### src/rtl/fp_pkg.sv
// Shared IEEE-754 binary32/binary64 constants and types used by the
// narrowing and widening conversion stages.
package fp_pkg;

    localparam int unsigned EXP_W_32 = 8;
    localparam int unsigned MAN_W_32 = 23;
    localparam int unsigned EXP_W_64 = 11;
    localparam int unsigned MAN_W_64 = 52;

    localparam int unsigned EXP_BIAS_32 = 127;
    localparam int unsigned EXP_BIAS_64 = 1023;

    localparam logic [EXP_W_32-1:0] EXP_SPECIAL_32 = '1;
    localparam logic [EXP_W_64-1:0] EXP_SPECIAL_64 = '1;

    typedef enum logic [2:0] {
        ZERO,
        SUBNORMAL,
        NORMAL,
        INF,
        QNAN,
        SNAN
    } fp_class_e;

    typedef enum logic [2:0] {
        StIdle,
        StClassify,
        StAlign,
        StRound,
        StDone
    } d2f_state_e;

endpackage

### src/rtl/fp_round_rne.sv
// Round-to-nearest-even increment of a binary32 mantissa given guard and sticky.
module fp_round_rne
    import fp_pkg::*;
(
    input  logic [MAN_W_32-1:0] mant_i,
    input  logic                lsb_i,
    input  logic                g_i,
    input  logic                s_i,
    output logic [MAN_W_32-1:0] mant_o,
    output logic                carry_o,
    output logic                inexact_o
);

    logic round_up;

    assign round_up            = g_i & (s_i | lsb_i);
    assign {carry_o, mant_o}   = {1'b0, mant_i} + {{MAN_W_32{1'b0}}, round_up};
    assign inexact_o           = g_i | s_i;

endmodule

### src/rtl/double_to_float.sv
// Multi-cycle binary64 -> binary32 narrowing converter with RNE rounding,
// sticky exception flags and a fixed-latency start/done handshake.
module double_to_float
    import fp_pkg::*;
(
    input  logic        clk_i,
    input  logic        rst_ni,
    input  logic        start_i,
    input  logic [63:0] double_i,
    output logic [31:0] float_o,
    output logic        done_o,
    output logic        busy_o,
    output logic        nan_exception_o,
    output logic        overflow_o,
    output logic        underflow_o,
    output logic        inexact_o
);

    localparam logic signed [11:0] Bias64 = 12'(EXP_BIAS_64);
    localparam logic signed [11:0] Bias32 = 12'(EXP_BIAS_32);

    d2f_state_e state_q, state_d;

    logic [63:0]          op_q;
    logic                 sign_q;
    logic [EXP_W_64-1:0]  e64_q;
    logic [MAN_W_64-1:0]  man_q;
    fp_class_e            cls_q, cls_d;
    logic                 big_q, tiny_q, g_q, s_q;
    logic [EXP_W_32-1:0]  exp_q;
    logic [MAN_W_32-1:0]  mant_q;
    logic [31:0]          float_q;
    logic                 done_q, busy_q, nan_q, ovf_q, uf_q, ix_q;

    // Align-stage combinational values
    logic signed [11:0]   e_unb, sh_full;
    logic [4:0]           sh;
    logic [54:0]          wide, mask;
    logic [51:0]          shifted;
    logic                 big_a, norm_a, g_a, s_a;
    logic [EXP_W_32-1:0]  exp_a;
    logic [MAN_W_32-1:0]  mant_a;

    // Round-stage combinational values
    logic [MAN_W_32-1:0]  mant_r;
    logic                 carry_r, inexact_r;
    logic [EXP_W_32-1:0]  exp_r;
    logic [31:0]          res_d;
    logic                 nan_d, ovf_d, uf_d, ix_d;

    always_ff @(posedge clk_i or negedge rst_ni) begin
        if (!rst_ni) begin
            state_q <= StIdle;
        end else begin
            state_q <= state_d;
        end
    end

    always_comb begin
        state_d = state_q;
        unique case (state_q)
            StIdle:     if (start_i) state_d = StClassify;
            StClassify: state_d = StAlign;
            StAlign:    state_d = StRound;
            StRound:    state_d = StDone;
            StDone:     state_d = StIdle;
            default:    state_d = StIdle;
        endcase
    end

    always_comb begin
        cls_d = NORMAL;
        if (op_q[62:52] == EXP_SPECIAL_64) begin
            if (op_q[51:0] == '0) cls_d = INF;
            else if (op_q[51])    cls_d = QNAN;
            else                  cls_d = SNAN;
        end else if (op_q[62:52] == '0) begin
            cls_d = (op_q[51:0] == '0) ? ZERO : SUBNORMAL;
        end
    end

    always_comb begin
        e_unb   = $signed({1'b0, e64_q}) - Bias64;
        big_a   = e_unb > 12'sd127;
        norm_a  = e_unb >= -12'sd126;
        sh_full = -12'sd126 - e_unb;
        sh      = (sh_full > 12'sd25) ? 5'd25 : 5'(sh_full);
        wide    = {2'b00, 1'b1, man_q};
        shifted = 52'(wide >> sh);
        mask    = (55'd1 << sh) - 55'd1;
        if (norm_a) begin
            exp_a  = 8'(e_unb + Bias32);
            mant_a = man_q[51:29];
            g_a    = man_q[28];
            s_a    = |man_q[27:0];
        end else begin
            // Bits pushed out by the alignment shift still feed the sticky bit
            exp_a  = '0;
            mant_a = shifted[51:29];
            g_a    = shifted[28];
            s_a    = (|shifted[27:0]) | (|(wide & mask));
        end
    end

    fp_round_rne u_round (
        .mant_i    (mant_q),
        .lsb_i     (mant_q[0]),
        .g_i       (g_q),
        .s_i       (s_q),
        .mant_o    (mant_r),
        .carry_o   (carry_r),
        .inexact_o (inexact_r)
    );

    always_comb begin
        res_d = {sign_q, 31'b0};
        nan_d = 1'b0;
        ovf_d = 1'b0;
        uf_d  = 1'b0;
        ix_d  = 1'b0;
        // A subnormal result that carries into bit 23 lands on exponent 1
        exp_r = exp_q + {7'b0, carry_r};
        unique case (cls_q)
            ZERO: ;
            SUBNORMAL: begin
                uf_d = 1'b1;
                ix_d = 1'b1;
            end
            INF:  res_d = {sign_q, EXP_SPECIAL_32, 23'b0};
            QNAN: res_d = {sign_q, EXP_SPECIAL_32, man_q[51:29]};
            SNAN: begin
                res_d = {sign_q, EXP_SPECIAL_32, 1'b1, man_q[50:29]};
                nan_d = 1'b1;
            end
            NORMAL: begin
                if (big_q || exp_r == EXP_SPECIAL_32) begin
                    res_d = {sign_q, EXP_SPECIAL_32, 23'b0};
                    ovf_d = 1'b1;
                    ix_d  = 1'b1;
                end else begin
                    res_d = {sign_q, exp_r, mant_r};
                    ix_d  = inexact_r;
                    uf_d  = tiny_q & inexact_r;
                end
            end
            default: ;
        endcase
    end

    always_ff @(posedge clk_i or negedge rst_ni) begin
        if (!rst_ni) begin
            op_q    <= '0;
            sign_q  <= 1'b0;
            e64_q   <= '0;
            man_q   <= '0;
            cls_q   <= ZERO;
            big_q   <= 1'b0;
            tiny_q  <= 1'b0;
            g_q     <= 1'b0;
            s_q     <= 1'b0;
            exp_q   <= '0;
            mant_q  <= '0;
            float_q <= '0;
            done_q  <= 1'b0;
            busy_q  <= 1'b0;
            nan_q   <= 1'b0;
            ovf_q   <= 1'b0;
            uf_q    <= 1'b0;
            ix_q    <= 1'b0;
        end else begin
            unique case (state_q)
                StIdle: begin
                    if (start_i) begin
                        op_q   <= double_i;
                        busy_q <= 1'b1;
                        done_q <= 1'b0;
                        nan_q  <= 1'b0;
                        ovf_q  <= 1'b0;
                        uf_q   <= 1'b0;
                        ix_q   <= 1'b0;
                    end
                end
                StClassify: begin
                    sign_q <= op_q[63];
                    e64_q  <= op_q[62:52];
                    man_q  <= op_q[51:0];
                    cls_q  <= cls_d;
                end
                StAlign: begin
                    big_q  <= big_a;
                    tiny_q <= ~norm_a;
                    exp_q  <= exp_a;
                    mant_q <= mant_a;
                    g_q    <= g_a;
                    s_q    <= s_a;
                end
                StRound: begin
                    float_q <= res_d;
                    nan_q   <= nan_d;
                    ovf_q   <= ovf_d;
                    uf_q    <= uf_d;
                    ix_q    <= ix_d;
                end
                StDone: begin
                    done_q <= 1'b1;
                    busy_q <= 1'b0;
                end
                default: ;
            endcase
        end
    end

    assign float_o         = float_q;
    assign done_o          = done_q;
    assign busy_o          = busy_q;
    assign nan_exception_o = nan_q;
    assign overflow_o      = ovf_q;
    assign underflow_o     = uf_q;
    assign inexact_o       = ix_q;

endmodule

### config.mk
export PLATFORM = sky130hd
export DESIGN_NAME = double_to_float
export DESIGN_NICKNAME = d
export VERILOG_FILES = /design/src/rtl/fp_pkg.sv /design/src/rtl/fp_round_rne.sv /design/src/rtl/double_to_float.sv
export SDC_FILE = /design/constraint.sdc
export NUM_CORES = 1
export LEC_CHECK = 0
export BUFFER_PORTS_ARGS = -buffer_cell sky130_fd_sc_hd__buf_2
export CAP_MARGIN = 25
export CORE_MARGIN = 2
export CORE_UTILIZATION = 48
export DETAILED_ROUTE_END_ITERATION = 10
export PLACE_DENSITY = 0.66
export SKIP_LAST_GASP = 1
export SLEW_MARGIN = 20
export SYNTH_ARGS = -nofsm -noshare
export SYNTH_HDL_FRONTEND = slang
export SYNTH_HIERARCHICAL = 1
export SYNTH_SLANG_ARGS = --single-unit
### constraint.sdc
create_clock -name clk_i -period 6.4 [get_ports clk_i]
set_input_delay 0.64 -clock clk_i [delete_from_list [all_inputs] [get_ports clk_i]]
set_output_delay 0.64 -clock clk_i [all_outputs]
set_load 0.02 [all_outputs]
==> out/qor.csv, run 1 <==
stage,metric,value,unit
outcome,status,finished clean,
power,power_density,652.3,mW/mm²
clocking,post_cts_buffers,0,
route,drc_errors,0,
timing,slew_violations,0,
cells_and_area,instances_no_fill,2178,
timing,min_period,5886,ps
global_route,use_met3,0.06688,
floorplan,num_io_pins,105,
setup_path,crit_fanout,32,
floorplan,die_area,0.03089,mm²
job,drv_cap,0,
timing,hold_violations,0,
setup_path,crit_buf_inv,1,
power,p_int,4.806,mW
cells_and_area,ff_latch_area,0.005181,mm²
setup_path,worstPathCellList,ha_1 -> and2_1 -> a31oi_1 -> xnor2_2 -> o21ai_0 -> a21oi_1 -> a31oi_2 -> nor2_1 -> nand2_1 -> ha_1 -> buf_4 -> nand2_1 -> nor2_1 -> a22oi_1 -> o32ai_1 -> o31ai_1 -> nand4_1 -> a2111oi_1 -> o2111ai_1 -> a221oi_2 -> a21oi_1,
global_route,grt_pass1_wl,78370,µm
floorplan,chipWidth,175.7,µm
global_route,grtUsageMet2,0.4849,
clocking,cts-buffers-inserted,23,
setup_path,r2r_end,s_q,
route,first_pass_iters,8,
power,power.leakage,6.664,nW
logic_synthesis,synth_nets,1830,
power,p_sw,5.427,mW
logic_synthesis,netlist_area,0.01416,mm²
logic_synthesis,yosysTopAreaCell,dfrtp_1,
cells_and_area,num-fill-cells,2842,
setup_path,endpoint_kind,register,
route,drt-total-wl,50010,µm
cells_and_area,nets,1858,
logic_synthesis,yosys.area_share.simple,0.2401,
global_route,antenna_found_initial,0,
floorplan,die_h,175.7,µm
power,seqPwrFrac,0.270,
timing,slew-limit-headroom,0.3136,
logic_synthesis,yosysWarnings,6,
cells_and_area,drive_gt1_frac,0.1605,
logic_synthesis,yosysSeqAreaShare,0.3659,
logic_synthesis,avgSynthCellArea,8.081,µm²
clocking,cts_tree,done,
power,vdd_drop_max,0.2658,mV
global_route,use_met1,0.4437,
clocking,clk_latency,530,ps
setup_path,cp-start-kind,register,
place,hpwl,35740,µm
timing,fin_setup_tns,0,ps
timing,worst_slew_pin_slew,1025,ps
timing,rsz0062_at_grt,false,
logic_synthesis,synth-seq-cells,207,
floorplan,initial_core_util,0.4906,
timing,setup_slack,514.1,ps
logic_synthesis,synth_enable_flop_cells,0,
cells_and_area,area_growth,10.80,%
timing,finalCritPeriodShare,0.9197,
setup_path,cp_top_family,compound AO/OA/AOI/OAI gates,
hold_path,hp-class,primary input to async pin,
setup_path,r2r-start,e64_q[1],
logic_synthesis,yosys-top-cells-count,"nand2_1, dfrtp_1, o21ai_0",
place,placedCellCount,2138,
setup_path,crit_type,register to register,
floorplan,core_area,0.02886,mm²
global_route,grt_overflow,0,
route,dr_total_vias,13960,
power,switching_share,0.5303,
route,drt-initial-drc-count,1775,
clocking,cts_max_path_buffers,3,
setup_path,critPathMaxStageDelay,850,ps
setup_path,required,6800,ps
route,drt-vias-per-instance,6.407,
clocking,path_clk_slew,70,ps
clocking,htreeDepth,1,
place,port_buffers,104,
cells_and_area,diodes,0,
floorplan,rows,62,
logic_synthesis,synth_top_family_by_area,compound AO/OA/AOI/OAI gates,
logic_synthesis,synth_flop_cell,dfrtp_1,
setup_path,cp_slowest_cell,xnor2_2,
setup_path,ff2ff_path_depth,21,
logic_synthesis,synth_cells,1752,
logic_synthesis,synth-async-reset-ratio,1.000,
global_route,grt_max_degree,113,
timing,max_freq,169.9,MHz
logic_synthesis,yosysUniqueCellTypes,109,
route,final_antenna_net_count,0,
setup_path,r2r_slack,510,ps
clocking,cts_root_buffer,clkbuf_16,
logic_synthesis,synth.area.top_cells,"dfrtp_1, nand2_1, o21ai_0",
setup_path,cp.depth,21,
power,comb_power_share,0.588,
logic_synthesis,synth_top_area_frac,0.3659,
timing,clock-skew-final,19.57,ps
logic_synthesis,synth.most_common_cell,nand2_1,
setup_path,cp.arrival,6290,ps
place,place_congestion,1.056,
place,dp_slack,646.9,ps
logic_synthesis,synth_compound_area_frac,0.2461,
logic_synthesis,synthXorXnorAreaFrac,0.02828,
power,pwr-share-clk,0.142,
global_route,groute.usage.overall,0.3220,
global_route,grt_busiest_layer,met2,
clocking,holdBufCountCts,0,
route,wl_per_cell,22.96,µm
logic_synthesis,yosys.area_share.adder,0.009721,
clocking,clkSinkCount,207,
global_route,grt_pass1_vias,13350,
clocking,cts_resized,0,
cells_and_area,multiInputGateArea,0.008277,mm²
timing,setup_viol,0,
logic_synthesis,synth_mux_area_frac,0.05824,
==> per-layer routing <==
metal / part of all wire / vias to the layer above
met1: 0.42 / 6610
li1: - / 6404
met3: 0.095 / 177
met4: 0.055 / 0
met2: 0.43 / 764
met5: 0 / -
==> placed cells by master, fill, tap and decap left out, types with 41 or more instances in the layout <==
cell	count
dfrtp_1	206
nor3_1	51
a21oi_1	99
mux2_2	49
buf_2	104
nand2_1	377
nand3_1	52
o21ai_0	128
nor2_1	117
o211ai_1	41
==> kinds of logic after synthesis <==
group,after synthesis
adders and majority gates,11
xor gates and xnor gates,44
buffers and inverters,169
DFF,207
muxes,75
AOI/OAI and AO/OA,500
and+or+nand+nor,746
==> registers in the layout, indices dropped and copies added, names as in the netlist, 3 cells and up <==
register	flops
exp_q	8
e64_q	11
cls_q	3
mant_q	23
op_q	64
man_q	52
state_q	3
float_o	32
==> worst reg2reg max path, stage by stage, from the launching register on <==
cell and delay, ps:
dfrtp_1 520, ha_1 630, and2_1 260, a31oi_1 220, xnor2_2 850, o21ai_0 440
a21oi_1 250, a31oi_2 60, nor2_1 170, nand2_1 70, ha_1 210, buf_4 250
nand2_1 140, nor2_1 50, a22oi_1 200, o32ai_1 120, o31ai_1 270, nand4_1 150
a2111oi_1 350, o2111ai_1 250, a221oi_2 220, a21oi_1 90
==> metrics by stage <==
| stage | cell area, µm² | total power [mW] | util | hold WS [ps] |
|---|---|---|---|---|
| floorplan | 14160 | 6.629 | - | 344.4 |
| global placement | 14850 | 8.524 | 0.5146 | 454.2 |
| detailed placement | 14850 | 8.559 | 0.5146 | 460.1 |
| CTS | 15680 | 10.06 | 0.5434 | 263.6 |
| global route | 15690 | 10.82 | 0.5436 | 290.8 |
| finish | 15690 | 10.23 | 0.5436 | 215.8 |
==> worst max-delay path by stage <==
stage,slack (ps),endpoint,startpoint
floorplan,1120,s_q,e64_q[0]
global placement,760,s_q,e64_q[1]
detailed placement,650,s_q,e64_q[1]
CTS,620,s_q,e64_q[1]
global route,150,s_q,e64_q[1]
finish,510,s_q,e64_q[1]
==> power by group through the flow <==
stage	logic, mW	registers [mW]	clock network (mW)
after floorplan	4.23	2.40	0
after global placement	5.79	2.74	0
after detailed placement	5.81	2.75	0
after CTS	5.84	2.73	1.49
after global routing	6.46	2.83	1.54
final	6.01	2.76	1.46
==> area by class of cell <==
| cell class | instances | share of cell area |
|---|---|---|
| Multi-Input combinational cell | 1376 | 0.5276 |
| Tap cell | 384 | 0.03063 |
| Clock inverter | 6 | 0.01013 |
| Inverter | 32 | 0.007657 |
| Clock buffer | 33 | 0.04291 |
| Timing Repair Buffer | 140 | 0.05081 |
| Sequential cell | 207 | 0.3303 |
No activity file was read; power rests on OpenSTA's default activity.
==> run 2, diff against run 1 <==
--- a/config.mk
+++ b/config.mk
@@ -5,6 +5,7 @@
 export SDC_FILE = /design/constraint.sdc
 export NUM_CORES = 1
 export LEC_CHECK = 0
+export ABC_AREA = 1
 export BUFFER_PORTS_ARGS = -buffer_cell sky130_fd_sc_hd__buf_2
 export CAP_MARGIN = 25
 export CORE_MARGIN = 2
==> out/qor.csv, run 2 <==
stage,metric,value,unit,change
timing,max_freq,194.0,MHz,+14%
setup_path,critPathMaxStageDelay,530,ps,-320 ps
timing,whs,66.41,ps,-149.4 ps
global_route,use_met1,0.4282,,-0.01547
cells_and_area,design_area,0.01534,mm²,-2.2%
setup_path,crit_fanout,59,,+84%
setup_path,crit_type,register to register,,
place,hpwl,36000,µm,+0.74%
cells_and_area,largest-register,op_q,,
clocking,cts_resized,0,,unchanged
cells_and_area,drive_gt1_frac,0.1104,,-0.05016
power,comb_power_share,0.593,,+0.005
power,power_density,625.5,mW/mm²,-4.1%
power,p_int,4.394,mW,-8.6%
timing,fin_setup_tns,0,ps,unchanged
setup_path,cp_slowest_cell,buf_4,,
setup_path,ff2ff_path_depth,29,,+38%
cells_and_area,layout_common_cells,"nand2_1, nand3_1, dfrtp_1, inv_1, o21ai_0",,
global_route,groute.usage.overall,0.3164,,-0.005631
job,drv_cap,0,,unchanged
clocking,cts_max_path_buffers,3,,unchanged
power,p_sw,5.200,mW,-4.2%
setup_path,cp.arrival,5550,ps,-740 ps
clocking,post_cts_buffers,0,,unchanged
cells_and_area,num-fill-cells,2834,,-0.28%
route,first_pass_iters,6,,-2
logic_synthesis,synth_top_area_frac,0.3730,,+0.007187
route,drt-initial-drc-count,1225,,-31%
clocking,cts_tree,done,,
clocking,clk_latency,520,ps,about the same
timing,finalCritPeriodShare,0.8053,,-0.1144
hold_path,hp-class,primary input to async pin,,
logic_synthesis,netlist_area,0.01389,mm²,-1.9%
cells_and_area,diodes,0,,unchanged
timing,slew-limit-headroom,0.3037,,-0.009905
cells_and_area,fin_util,0.5358,,-0.007863
floorplan,chipWidth,174.1,µm,-0.94%
clocking,clkSinkCount,207,,unchanged
route,drt-vias-per-instance,5.756,,-10%
logic_synthesis,yosysTopAreaCell,dfrtp_1,,
power,vdd_drop_max,0.2834,mV,+6.6%
route,wl_per_cell,19.28,µm,-16%
logic_synthesis,synth.most_common_cell,nand2_1,,
floorplan,core_area,0.02863,mm²,-0.81%
floorplan,die_area,0.03031,mm²,-1.9%
setup_path,required,6800,ps,about the same
route,final_antenna_net_count,0,,unchanged
floorplan,die_h,174.1,µm,-0.94%
logic_synthesis,synth-seq-cells,207,,unchanged
logic_synthesis,avgSynthCellArea,6.780,µm²,-16%
setup_path,endpoint_kind,register,,
logic_synthesis,yosys-top-cells-count,"nand2_1, nand3_1, dfrtp_1",,
logic_synthesis,yosysSeqAreaShare,0.3730,,+0.007187
power,switching_share,0.5420,,+0.01170
logic_synthesis,synth.area.top_cells,"dfrtp_1, nand2_1, nand3_1",,
clocking,holdBufCountCts,0,,unchanged
place,dp_slack,1341,ps,+694.4 ps
logic_synthesis,yosysUniqueCellTypes,52,,-52%
place,place_congestion,0.9898,,-6.3%
place,place_area,0.01457,mm²,-1.9%
timing,rsz0062_at_grt,false,,
logic_synthesis,synth_cells,2048,,+17%
floorplan,num_io_pins,105,,unchanged
clocking,cts_root_buffer,clkbuf_16,,
logic_synthesis,synth-async-reset-ratio,1.000,,unchanged
cells_and_area,area_growth,10.44,%,
route,drc_errors,0,,unchanged
logic_synthesis,yosysWarnings,6,,unchanged
global_route,grt_busiest_layer,met2,,
cells_and_area,nets,2174,,+17%
timing,clock-skew-final,20.60,ps,+1.037 ps
clocking,path_clk_slew,60,ps,about the same
timing,hold_violations,0,,unchanged
global_route,grtUsageMet2,0.5274,,+0.04248
clocking,htreeDepth,1,,unchanged
cells_and_area,final_common_cell,nand2_1,,
floorplan,rows,62,,unchanged
global_route,grt_overflow,0,,unchanged
global_route,use_met3,0.03609,,-0.03079
timing,worst_slew_pin_slew,1045,ps,+19.90 ps
setup_path,crit_top_cell,nand2_1,,
route,drt-total-wl,48100,µm,-3.8%
global_route,grt_pass1_wl,76400,µm,-2.5%
cells_and_area,largest_reg_flops,64,,unchanged
setup_path,r2r-start,e64_q[0],,
setup_path,r2r_slack,1250,ps,+730 ps
setup_path,r2r_end,s_q,,
global_route,grt_max_degree,159,,+41%
route,dr_total_vias,14360,,+2.9%
global_route,antenna_found_initial,0,,unchanged
timing,slew_violations,0,,unchanged
place,port_buffers,104,,unchanged
timing,setup_viol,0,,unchanged
outcome,status,finished clean,,
power,pwr-share-clk,0.135,,-0.007
clocking,cts-buffers-inserted,23,,unchanged
timing,min_period,5154,ps,-732.2 ps
power,seqPwrFrac,0.272,,+0.002
floorplan,initial_core_util,0.4851,,-0.005540
power,power.leakage,7.873,nW,+18%
logic_synthesis,synth_flop_cell,dfrtp_1,,
global_route,grt_pass1_vias,13670,,+2.4%
timing,setup_slack,1246,ps,+732.2 ps
setup_path,cp-start-kind,register,,
logic_synthesis,synth_nets,2126,,+16%
logic_synthesis,synth_enable_flop_cells,0,,unchanged
-- run 2: changes by cell type in the layout (fill, tap and decap cells not counted), sizes merged, moves of 27 or more --
cell,previous run,this run
nand2,380,714
nand3,53,350
inv,33,156
a21oi,101,32
mux2,49,0
nor3,56,14
o211ai,41,4
nor2,120,147
nor2b,27,0
-- run 2: layer usage --
metal	up-vias	part of all wire	wire length, µm
met5	-	0	0
met4	0	0.037	1762
met3	106	0.068	3290
met2	620	0.47	22760
met1	6762	0.42	20290
li1	6874	-	-
-- run 2: metrics by stage --
step / cells / power (mW)
after floorplan: 2048 / 6.509
after global placement: 2454 / 8.138
after detailed placement: 2454 / 8.173
after CTS: 2494 / 9.495
after global routing: 2495 / 10.38
final: 2495 / 9.593
-- run 2: cells by family (layout without fill, tap and decap cells) --
| kind of cell | count (synthesis) | in the layout | synth area share |
|---|---|---|---|
| compound gates | 248 | 248 | 0.1074 |
| xor+xnor | 24 | 24 | 0.01568 |
| fa+ha+maj | 11 | 11 | 0.009912 |
| buf+inv | 261 | 324 | 0.07956 |
| flops | 207 | 207 | 0.3730 |
| simple gates | 1297 | 1297 | 0.4144 |
-- run 2: power by group through the flow --
stage | combinational (mW) | clock, mW | sequential, mW
after floorplan | 4.08 | 0 | 2.43
after global placement | 5.55 | 0 | 2.59
after detailed placement | 5.57 | 0 | 2.60
after CTS | 5.60 | 1.31 | 2.59
after global routing | 6.34 | 1.37 | 2.67
final | 5.69 | 1.30 | 2.61
-- run 2: worst max-delay path, delay by kind of cell, from the launching register on --
kind	cells	cell delay (ps)
buffers and inverters	2	900
and+or+nand+nor	26	3450
adders and majority gates	1	240
DFF	1	400
-- run 2: worst max path at each step --
stage	endpoint	from	slack, ps	cells past startpoint
2_1_floorplan	s_q	e64_q[0]	2730	30
3_3_place_gp	s_q	e64_q[0]	1490	29
3_5_place_dp	s_q	e64_q[0]	1340	29
4_1_cts	s_q	e64_q[0]	1300	29
5_1_grt	s_q	e64_q[0]	640	29
6_report	s_q	e64_q[0]	1250	29
-- run 2: area by class of cell --
type                       instances  area (µm²)  area share
clock buffer                      31       655.6     0.04275
clock inverter                     9       80.08    0.005221
inverter                         158       593.1     0.03867
multi-input combinational       1580        7619      0.4968
sequential                       207        5181      0.3378
tap                              384       480.5     0.03133
timing repair buffer             126       726.9     0.04740
==> run 3, diff against run 2 <==
--- a/config.mk
+++ b/config.mk
@@ -11,7 +11,7 @@
 export CORE_MARGIN = 2
 export CORE_UTILIZATION = 48
 export DETAILED_ROUTE_END_ITERATION = 10
-export PLACE_DENSITY = 0.66
+export PLACE_DENSITY = 0.69
 export SKIP_LAST_GASP = 1
 export SLEW_MARGIN = 20
 export SYNTH_ARGS = -nofsm -noshare
==> constraint.sdc (replaced) <==
create_clock -name clk_i -period 4.54 [get_ports clk_i]
set_input_delay 0.454 -clock clk_i [delete_from_list [all_inputs] [get_ports clk_i]]
set_output_delay 0.454 -clock clk_i [all_outputs]
set_load 0.02 [all_outputs]
==> out/qor.csv, run 3 (same netlist as run 2, synthesis figures left out) <==
stage,metric,value,unit,change
outcome,status,finished clean,,
timing,finalCritPeriodShare,0.9176,,+0.1124
timing,max_freq,240.0,MHz,+24%
cells_and_area,final_common_cell,nand2_1,,
route,drt-initial-drc-count,1419,,+16%
setup_path,crit_type,register to register,,
place,dp_slack,338.5,ps,-1003 ps
setup_path,ff2ff_path_depth,28,,-3.4%
clocking,cts_tree,done,,
timing,min_period,4166,ps,-987.6 ps
hold_path,hp-class,primary input to async pin,,
global_route,grt_pass1_wl,75660,µm,-0.98%
cells_and_area,layout_common_cells,"nand2_1, nand3_1, dfrtp_1, inv_1, o21ai_0",,
setup_path,crit_fanout,28,,-53%
setup_path,cp-start-kind,register,,
cells_and_area,drive_gt1_frac,0.1153,,+0.004974
route,dr_total_vias,14250,,-0.75%
clocking,cts_max_path_buffers,3,,unchanged
global_route,grt_pass1_vias,13620,,-0.34%
floorplan,die_h,174.1,µm,unchanged
setup_path,cp_slowest_cell,dfrtp_1,,
timing,worst_slew_pin_slew,911.4,ps,-133.1 ps
timing,slew_violations,0,,unchanged
cells_and_area,largest_reg_flops,64,,unchanged
setup_path,endpoint_kind,register,,
setup_path,crit_top_cell,nand2_1,,
cells_and_area,area_growth,12.38,%,
global_route,antenna_found_initial,1,,+1
setup_path,cp.arrival,4590,ps,-960 ps
route,drt-total-wl,47570,µm,-1.1%
floorplan,chipWidth,174.1,µm,unchanged
clocking,clk_latency,530,ps,about the same
place,port_buffers,104,,unchanged
route,drt-vias-per-instance,5.683,,-1.3%
route,first_pass_iters,5,,-1
setup_path,r2r_end,s_q,,
floorplan,die_area,0.03031,mm²,unchanged
cells_and_area,nets,2185,,+0.51%
power,power_density,890.8,mW/mm²,+42%
clocking,htreeDepth,1,,unchanged
timing,clock-skew-final,15.58,ps,-5.026 ps
global_route,grt_overflow,0,,unchanged
setup_path,r2r_slack,370,ps,-870 ps
power,vdd_drop_max,0.3505,mV,+24%
timing,fin_setup_tns,0,ps,unchanged
clocking,cts-buffers-inserted,24,,+4.3%
cells_and_area,design_area,0.01561,mm²,+1.8%
route,wl_per_cell,18.97,µm,-1.6%
cells_and_area,fin_util,0.5452,,+0.009398
cells_and_area,instances_no_fill,2508,,+0.52%
clocking,clkSinkCount,207,,unchanged
setup_path,r2r-start,e64_q[1],,
power,finalPower,13.90,mW,+45%
power,power.leakage,7.986,nW,+1.4%
timing,hold_violations,0,,unchanged
clocking,path_clk_slew,70,ps,about the same
global_route,groute.usage.overall,0.3143,,-0.002055
place,place_area,0.01472,mm²,+0.98%
cells_and_area,largest-register,op_q,,
place,place_congestion,0.9911,,+0.13%
route,drc_errors,0,,unchanged
clocking,cts_root_buffer,clkbuf_16,,
job,drv_cap,0,,unchanged
floorplan,core_area,0.02863,mm²,unchanged
global_route,grt_max_degree,112,,-30%
place,hpwl,35680,µm,-0.90%
setup_path,critPathMaxStageDelay,430,ps,-100 ps
timing,slew-limit-headroom,0.3924,,+0.08874
timing,setup_viol,0,,unchanged
floorplan,num_io_pins,105,,unchanged
route,final_antenna_net_count,0,,unchanged
setup_path,required,4960,ps,-1840 ps
timing,whs,43.12,ps,-23.29 ps
floorplan,rows,62,,unchanged
place,placedCellCount,2463,,+0.37%
clocking,holdBufCountCts,0,,unchanged
cells_and_area,ff_latch_area,0.005181,mm²,unchanged
cells_and_area,num-fill-cells,2836,,+0.071%
cells_and_area,diodes,0,,unchanged
floorplan,initial_core_util,0.4851,,unchanged
cells_and_area,multiInputGateArea,0.007635,mm²,+0.21%
timing,setup_slack,373.9,ps,-872.4 ps
run 3: changes by cell type in the layout (fill, tap and decap cells not counted), moves of 2 or more:
cell	delta
buf_12	+6
clkbuf_16	+2
clkinv_2	-3
buf_4	+4
bufinv_16	+3
clkbuf_8	-2
clkbuf_1	+2
run 3: worst max path at each step:
stage             start  end  slack (ps)
2_1_floorplan  e64_q[0]  s_q         870
3_3_place_gp   e64_q[0]  s_q         490
3_5_place_dp   e64_q[1]  s_q         340
4_1_cts        e64_q[1]  s_q         330
5_1_grt        e64_q[1]  s_q        -0.6
6_report       e64_q[1]  s_q         370
run 3: metal layers:
metal  GRT usage  vias to the layer above  share of wire
met3     0.03893                      114          0.063
met5           0                        -              0
met4      0.1236                        0          0.045
met2      0.5174                      554           0.46
li1            -                     6890              -
met1      0.4233                     6696           0.43
run 3: area by class of cell:
cell class / count / share of cell area
flip-flops and latches: 207 / 0.3320
clock buffers: 33 / 0.04394
well taps: 384 / 0.03079
multi-input cells: 1580 / 0.4893
clock inverters: 10 / 0.01042
inverters: 158 / 0.03817
repair buffers: 136 / 0.05540
run 3: worst max-delay path, delay by kind of cell (launching register included):
kind	cells	cell delay (ps)
adder cells (fa/ha/maj)	1	350
buffers and inverters	3	550
flip-flops	1	430
AND/OR/NAND/NOR	24	2730
run 3: power by group:
group          total [mW]  internal (mW)  leakage (nW)  switching, mW
Sequential           3.64           2.69          2.63          0.950
Combinational        8.19           2.57          4.95           5.63
Clock                2.07           1.28         0.409          0.782
Total                13.9           6.54          7.99           7.36
run 3: repair_timing:
| action | 4_1_cts | 5_1_grt |
|---|---|---|
| gates resized for setup | 0 | 5 |
| setup buffers | 0 | 1 |
| hold endpoints to repair | 0 | 0 |
| setup endpoints to repair | 0 | 1 |
